`src/rtl/axis_framer_pkg.sv`:
```
// Shared constants for the framer: FSM state encoding and skid buffer sizing.
package axis_framer_pkg;

  typedef enum logic {
    ST_IDLE = 1'b0,
    ST_RUN  = 1'b1
  } state_t;

  localparam int SKID_DEPTH = 2;
  localparam int SKID_CNT_W = $clog2(SKID_DEPTH + 1);

endpackage

```
`src/rtl/axis_framer_skid.sv`:
```
// Two-entry registered valid/ready buffer; the head entry drives the outputs
// directly so nothing downstream sees a combinational path from the push side.
module axis_skid
  import axis_framer_pkg::*;
#(
  parameter int W = 9
) (
  input  logic                  clk,
  input  logic                  rst,
  input  logic [W-1:0]          i_data,
  input  logic                  i_push,
  output logic [W-1:0]          o_data,
  output logic                  o_val,
  input  logic                  i_rdy,
  output logic [SKID_CNT_W-1:0] o_cnt_nxt
);

  logic [W-1:0] r_head, r_tail;
  logic         r_head_vld, r_tail_vld;
  logic [W-1:0] w_head_n, w_tail_n;
  logic         w_head_vld_n, w_tail_vld_n;
  logic         w_pop;

  assign w_pop = r_head_vld & i_rdy;

  // Pop first, then the push lands in the first free slot.
  always_comb begin
    w_head_n     = r_head;
    w_tail_n     = r_tail;
    w_head_vld_n = r_head_vld;
    w_tail_vld_n = r_tail_vld;
    if (w_pop) begin
      w_head_vld_n = r_tail_vld;
      w_tail_vld_n = 1'b0;
      if (r_tail_vld) w_head_n = r_tail;
    end
    if (i_push) begin
      if (!w_head_vld_n) begin
        w_head_n     = i_data;
        w_head_vld_n = 1'b1;
      end else begin
        w_tail_n     = i_data;
        w_tail_vld_n = 1'b1;
      end
    end
  end

  always_ff @(posedge clk or posedge rst) begin
    if (rst) begin
      r_head     <= '0;
      r_tail     <= '0;
      r_head_vld <= 1'b0;
      r_tail_vld <= 1'b0;
    end else begin
      r_head     <= w_head_n;
      r_tail     <= w_tail_n;
      r_head_vld <= w_head_vld_n;
      r_tail_vld <= w_tail_vld_n;
    end
  end

  assign o_data    = r_head;
  assign o_val     = r_head_vld;
  assign o_cnt_nxt = SKID_CNT_W'(w_head_vld_n) + SKID_CNT_W'(w_tail_vld_n);

endmodule

```
`src/rtl/axis_framer.sv`:
```
// Stream framer: tags a last flag after cfg_len words or on a source-forced
// early end, and emits the tagged stream through a registered skid buffer.
module axis_framer
  import axis_framer_pkg::*;
#(
  parameter int DATA_WIDTH = 8,
  parameter int LEN_WIDTH  = 16
) (
  input  logic                  clk,
  input  logic                  rst,
  input  logic [LEN_WIDTH-1:0]  cfg_len,
  input  logic                  cfg_val,
  output logic                  cfg_rdy,
  input  logic [DATA_WIDTH-1:0] up_data,
  input  logic                  up_last,
  input  logic                  up_val,
  output logic                  up_rdy,
  output logic [DATA_WIDTH-1:0] dn_data,
  output logic                  dn_last,
  output logic                  dn_val,
  input  logic                  dn_rdy,
  output logic                  busy
);

  state_t                  r_state;
  logic [LEN_WIDTH-1:0]    r_remaining;
  logic                    r_up_rdy, r_cfg_rdy;
  logic                    w_cfg_xfer, w_up_xfer, w_tag, w_has_room;
  logic [SKID_CNT_W-1:0]   w_cnt_nxt;
  logic [DATA_WIDTH:0]     w_out;

  assign w_cfg_xfer = cfg_val & r_cfg_rdy;
  assign w_up_xfer  = up_val & r_up_rdy;
  assign w_tag      = (r_remaining == LEN_WIDTH'(1)) | up_last;
  assign w_has_room = (w_cnt_nxt != SKID_CNT_W'(SKID_DEPTH));

  // up_rdy is looked ahead from the buffer's next fill so it can be a flop.
  always_ff @(posedge clk or posedge rst) begin
    if (rst) begin
      r_state     <= ST_IDLE;
      r_remaining <= '0;
      r_up_rdy    <= 1'b0;
      r_cfg_rdy   <= 1'b1;
    end else begin
      case (r_state)
        ST_IDLE: begin
          r_up_rdy <= 1'b0;
          if (w_cfg_xfer && cfg_len != '0) begin
            r_state     <= ST_RUN;
            r_remaining <= cfg_len;
            r_cfg_rdy   <= 1'b0;
            r_up_rdy    <= w_has_room;
          end
        end
        ST_RUN: begin
          r_up_rdy <= w_has_room;
          if (w_up_xfer) begin
            if (r_remaining != '0) r_remaining <= r_remaining - LEN_WIDTH'(1);
            if (w_tag) begin
              r_state   <= ST_IDLE;
              r_cfg_rdy <= 1'b1;
              r_up_rdy  <= 1'b0;
            end
          end
        end
        default: r_state <= ST_IDLE;
      endcase
    end
  end

  axis_skid #(.W(DATA_WIDTH + 1)) u_skid (
    .clk       (clk),
    .rst       (rst),
    .i_data    ({up_data, w_tag}),
    .i_push    (w_up_xfer),
    .o_data    (w_out),
    .o_val     (dn_val),
    .i_rdy     (dn_rdy),
    .o_cnt_nxt (w_cnt_nxt)
  );

  assign dn_data = w_out[DATA_WIDTH:1];
  assign dn_last = w_out[0];
  assign up_rdy  = r_up_rdy;
  assign cfg_rdy = r_cfg_rdy;
  assign busy    = (r_state == ST_RUN) | dn_val;

endmodule
```
`config.mk`:
```
export PLATFORM = sky130hd
export DESIGN_NAME = axis_framer
export DESIGN_NICKNAME = d
export VERILOG_FILES = /design/src/rtl/axis_framer_pkg.sv /design/src/rtl/axis_framer_skid.sv /design/src/rtl/axis_framer.sv
export SDC_FILE = /design/constraint.sdc
export NUM_CORES = 1
export LEC_CHECK = 0
export CAP_MARGIN = 20
export CORE_MARGIN = 5
export CORE_UTILIZATION = 45
export DETAILED_ROUTE_END_ITERATION = 8
export PLACE_DENSITY = 0.71
export SLEW_MARGIN = 20
export SYNTH_ARGS = -nofsm -noshare
export SYNTH_HDL_FRONTEND = slang
export SYNTH_SLANG_ARGS = --single-unit
```
`constraint.sdc`:
```
create_clock -name clk -period 3 [get_ports clk]
set_input_delay 0.45 -clock clk [delete_from_list [all_inputs] [get_ports clk]]
set_output_delay 0.45 -clock clk [all_outputs]
set_load 0.01 [all_outputs]
```
; Word-level counts from Yosys, hierarchy flattened
; Cells that the tools add are included.
[op_classes]
addsub = 2
n_mul = 0
div = 0
n_lt_le_gt_ge = 0
n_eq_ne = 6
n_shift = 0
muxes = 25
n_bitwise = 6
reduce_logical = 6
[ops]
columns = operator, count
row1 = 2-to-1 mux 16 bit, 3
row2 = 2-to-1 mux 9 bit, 4
row3 = one-hot mux 16 bit (2 select lines), 1
row4 = nonzero test 16 bit, 2
row5 = == test 16 x 1 -> 1 bit (second input constant), 1
row6 = subtractor 16 x 1 -> 16 bit (second input constant), 1
row7 = 2-to-1 mux 1 bit, 14
row8 = inequality test 2 x 1 -> 1 bit (second input constant), 3
row9 = one-hot mux 1 bit (2 select lines), 3
row10 = AND reduction 3 bit, 2
row11 = inequality test 2 bit (second input constant), 2
row12 = AND 1 bit, 3
row13 = adder 1 x 1 -> 2 bit, 1
row14 = OR 1 bit, 2
row15 = AND reduction 2 bit, 1
row16 = logical AND 1 bit, 1
row17 = inverter 1 bit, 1
[totals]
register_bits = 39
latchBits = 0
mem_bits_rw = 0
rom_bits = 0
in_bits = 30
output_inout_bits = 13
wordCells = 53
memories = 0

; Logic depth before layout (Yosys ltp)
[logic_depth]
ltp_word = 9
mapped_depth = 8
ltp_nobuf = 7

; Cells and area by module
; From an unflattened synthesis, not the netlist that was laid out.
[hier_totals]
hier_cells = 229
area_unflattened_um2 = 2260.9
[modules_own_cells]
columns = module, instances, cells_each, area_each_um2, seq_area_each_um2
row1 = axis_framer, 1, 148, 1307.5, 476.7
row2 = axis_skid, 1, 81, 953.4, 500.5

; Worst setup path before layout
; OpenSTA, ideal clock, no wires.
[synth_timing]
path_type = register to register
start = register r_remaining[0]
end = register r_remaining[2]
setup_ns = 0.121
t_arrival_ns = 1.983
required_ns = 2.879
setup_slack_ns = 0.896
path_stages_with_launch = 9
n_path_buf = 1
period_less_slack_ns = 2.104
cell_sequence = dfrtp_1 inv_1 ha_1 or3b_2 nor4_2 a2bb2oi_2 buf_6 a21oi_1 o22a_1
[synth_between]
elab_chain_len = 4
word_cells_on_any_way = 7
cone_classes = add/sub: 1 / eq/ne: 1 / mux: 3 / reduce/logical: 2
[synth_lines]
columns = item, line_no
row1 = from (decl), axis_framer.sv:26  ; logic [LEN_WIDTH-1:0] r_remaining;
row2 = from (signal assigned), axis_framer.sv:50  ; r_remaining <= cfg_len;
row3 = from (signal assigned), axis_framer.sv:58  ; if (r_remaining != '0) r_remaining <= r_remaining - LEN_WIDTH'(1);
row4 = subtractor 16 x 1 -> 16 bit, axis_framer.sv:58
row5 = 2-to-1 mux 16 bit, axis_framer.sv:58
row6 = 2-to-1 mux 16 bit, axis_framer.sv:57  ; if (w_up_xfer) begin
row7 = one-hot mux 16 bit (2 select lines), axis_framer.sv:45  ; case (r_state)
; Several ways; a longest one is shown, not always the timed one. The select of a mux whose other input is x is not followed.
; A chain may end at the register's enable or synchronous reset.

; Worst setup path in the final report
[layout_timing]
start = register r_remaining[0]
end = register r_remaining[15]
; The elaborated chain is that of the path after synthesis.

==> run summary <==
======================================================================================================
Outcome .................................................................................    completed
Largest area contributor in the synthesized netlist ..................................... sky130_fd_sc_hd__dfrtp_1
Power per cell area ..................................................................... 354.2 nW/um^2
Fraction of synthesized cell area taken by the top area cell type .......................       0.4492
Synthesized-area fraction occupied by xor and xnor cells ................................            0
Final critical delay including setup and external delays ................................     2.558 ns
Max-slew violation count ................................................................            0
Launch instance of the worst min-delay path ............................................. cfg_rdy$_DFFE_PP1P_
Leak ....................................................................................     1.224 nW
Dominant combinational cell family by area after synthesis .............................. compound AO/OA/AOI/OAI gates
Via count of the first global-routing pass ..............................................         1588
Crit-path slowest cell .................................................................. sky130_fd_sc_hd__or3b_2
Final wirelength ........................................................................     4.619 mm
Count of flip-flops with a built-in enable after synthesis ..............................            0
Register share of total power ...........................................................        0.556
Final hold vios .........................................................................            0
Synth async-reset ratio .................................................................        1.000
Horizontal die dimension ................................................................ 78.59 microns
Post-route ant nets .....................................................................            0
Fraction of layout instances using a drive strength above 1 .............................       0.1094
Final cycle utilization of the critical path ............................................       0.8528
Initial antenna violation count .........................................................            0
Portion of netlist area occupied by mux cells ...........................................      0.09988
Number of remaining DRC errors ..........................................................            0
Share of power burned in combinational logic ............................................        0.071
DIE AREA ................................................................................   6176 sq um
Launching element type of the critical path .............................................     register
Die height .............................................................................. 78.59 microns
Worst hold path cell count ..............................................................            2
Post-DP Area ............................................................................   2582 sq um
Total number of nets in the final design ................................................          296
Gpl congestion ..........................................................................       0.8523
Setup repair after global routing missed its margin .....................................           no
Hold-fix buffers at CTS .................................................................            0
Number of cells produced by synthesis ...................................................          222
Cell-internal power .....................................................................     728.8 uW
Post-synthesis compound-gate area fraction ..............................................       0.2074
Critical path capture point type ........................................................     register
Main synth FF type ...................................................................... sky130_fd_sc_hd__dfrtp_1
HPWL after DPL ..........................................................................     3.304 mm
Worst hold slack ........................................................................    0.5036 ns
Syn_area_per_cell .......................................................................  9.536 sq um
Number of buffers between clock root and the deepest sink ...............................            2
Switching share of power ................................................................       0.2287
All-layer global routing usage ..........................................................       0.1561
R2R Setup Slk ...........................................................................      0.44 ns
Most frequent cell after synthesis ...................................................... sky130_fd_sc_hd__dfrtp_1
Post-route cell area ....................................................................   2668 sq um
Clk Latency, worst-skew pair ............................................................      0.29 ns
Final antenna diode count ...............................................................            0
Syn nets ................................................................................          254
Clock transition at the register clock pins on the worst setup and hold paths after CTS .      0.08 ns
Worst min-delay path class ..............................................................      reg2reg
Required time of the worst setup path ...................................................      3.18 ns
Clock tree root driver cell ............................................................. sky130_fd_sc_hd__clkbuf_8
CP Data Arrival Time ....................................................................      2.74 ns
Post-placement setup slack ..............................................................    0.3893 ns
Pin count of the biggest net entering global routing ....................................           44
Worst Hold Endpoint ..................................................................... cfg_rdy$_DFFE_PP1P_
Via count ...............................................................................         1779
Mapped cell area ........................................................................   2117 sq um
Ys Warns ................................................................................            0
Site row count ..........................................................................           25
Worst Path Class, Setup .................................................................      reg2reg
Starting DRT DRC Count ..................................................................          105
Signed area change from the synthesized netlist to the final layout .....................       26.00%
Max-cap viol count ......................................................................            0
Final number of setup-violating endpoints ...............................................            0
Remaining global-route overflow .........................................................            0
Critical-path maximum fanout ............................................................           16
Sum of internal, switching and leakage power ............................................     944.8 uW
Count of buffer and inverter cells on the critical path .................................            2
Core area ...............................................................................   4629 sq um
Iteration count of the initial detailed-routing pass ....................................            4
Wirelength per Cell ..................................................................... 14.48 microns
Highest clock rate ......................................................................    390.9 MHz
Post-synth cell types ...................................................................           40
CP cell instances ....................................................................... inv_1, ha_1, or3b_2, nor4_2, a2bb2oi_2, buf_4, a21oi_1, o22a_1
I/O pins ................................................................................           43
Net switching component of the power ....................................................     216.0 uW
Worst reg2reg path endpoint ............................................................. r_remaining[15]$_DFFE_PP0P_
Number of clock sinks ...................................................................           39
Max-slew headroom at the worst pin ......................................................       0.6677
Yosys reg bits ..........................................................................           39
Initial cell density of the core ........................................................       0.4573
H-tree depth reported by CTS ............................................................            2
Wire length of the first global-routing pass ............................................     7.583 mm
Via density per instance ................................................................        5.577
Buffer count from post-CTS setup fixing .................................................            0
Worst stage delay on the critical path ..................................................      0.49 ns
Post-cts gate resize count ..............................................................            0
Part of the power in the clock network ..................................................        0.373
Slew @ Worst Pin ........................................................................    0.4985 ns
Peak ir drop on the vdd network .........................................................  0.0001719 V
Cell types with the largest area share after synthesis .................................. sky130_fd_sc_hd__dfrtp_1 45%, sky130_fd_sc_hd__mux2i_1 5.2%, sky130_fd_sc_hd__o22a_1 5.0%, sky130_fd_sc_hd__mux2_2 4.8%, sky130_fd_sc_hd__nand2_1 4.8%
TritonCTS clock tree ....................................................................         done
Port Buf Inserts ........................................................................           42
Fraction of the mapped netlist area in adder cells ......................................      0.01182
FF-to-FF path depth .....................................................................            8
Worst clock skew ........................................................................  0.008540 ns
Worst path top cell family by delay ..................................................... simple AND/OR/NAND/NOR gates
TritonCTS buffer count ..................................................................            5
Setup Total Neg Slack ...................................................................         0 ns
Simple logic cell fraction of the synthesized area ......................................       0.1749
Cell types with the highest counts after synthesis ...................................... 38 x sky130_fd_sc_hd__dfrtp_1, 27 x sky130_fd_sc_hd__nand2_1, 20 x sky130_fd_sc_hd__nor2_1
Final worst setup slack .................................................................    0.4417 ns
Start of the worst register-to-register path ............................................ r_remaining[0]$_DFFE_PP0P_
Sequential element share of the synthesized area ........................................       0.4616
======================================================================================================
[cells in the final DEF, fill, tap and decap left out, drive strengths merged, types with 5 or more instances in the layout]
cell type / instances
clkdlybuf4s50: 42
dfrtp: 38
nand2: 27
nor2: 20
o21ai: 19
a21oi: 15
o22a: 12
mux2i: 11
mux2: 9
nor4: 8
inv: 7
a31oi: 7
buf: 6
clkbuf: 6
or4: 5
[registers in the layout, indices dropped and copies added, names as in the netlist]
name	flops
u_skid.r_tail	9
cfg_rdy	1
up_rdy	1
r_remaining	16
r_state	1
u_skid.r_tail_vld	1
u_skid.o_data	9
u_skid.o_val	1
[final cells by class]
cell class	count	area, sq um
Clock buffer	6	72.57
Multi-Input combinational cell	163	1046
Tap cell	54	67.56
Clock inverter	2	12.51
Inverter	7	26.28
Sequential cell	39	977.2
Fill cell	420	1962
Timing Repair Buffer	48	465.4
[through the flow]
stage / cells / utilization
floorplan: 222 / -
global placement: 311 / 0.5578
detailed placement: 311 / 0.5578
CTS: 319 / 0.5762
global route: 319 / 0.5762
finish: 319 / 0.5762
[power by group through the flow]
stage                     Clock [mW]  Combinational [mW]  Sequential (mW)
after floorplan                    0              0.0196            0.536
after global placement             0              0.0689            0.536
after detailed placement           0              0.0687            0.536
after CTS                      0.362              0.0691            0.525
after global routing           0.382              0.0742            0.525
final                          0.352              0.0675            0.525
[metal layers]
metal	wire (microns)	GRT usage	vias to the layer above
met5	0	0	-
met4	68	0.06818	0
met3	257	0.03899	5
met2	2069	0.2292	49
met1	2225	0.2167	823
li1	-	-	902
[how the worst max path moves through the flow]
stage                                        endpoint  cells after the start                  startpoint
after global routing      r_remaining[15]$_DFFE_PP0P_                      8  r_remaining[0]$_DFFE_PP0P_
after detailed placement  r_remaining[15]$_DFFE_PP0P_                      7                  cfg_len[3]
after floorplan            r_remaining[2]$_DFFE_PP0P_                      8  r_remaining[0]$_DFFE_PP0P_
after global placement    r_remaining[15]$_DFFE_PP0P_                      7                  cfg_len[3]
final                     r_remaining[15]$_DFFE_PP0P_                      8  r_remaining[0]$_DFFE_PP0P_
after CTS                 r_remaining[15]$_DFFE_PP0P_                      8  r_remaining[0]$_DFFE_PP0P_
[cell families after synthesis]
logic type / Yosys count
compound gates: 66
fa+ha+maj: 2
mux: 20
buf+inv: 20
flops: 39
simple gates: 75
[tightest hold or removal path, stage by stage (launching register included)]
cell,delay [ns]
sky130_fd_sc_hd__dfstp_2,0.39
sky130_fd_sc_hd__nand2_1,0.05
sky130_fd_sc_hd__o21ai_0,0.07
Note: power is estimated with default switching activity, not from simulation.
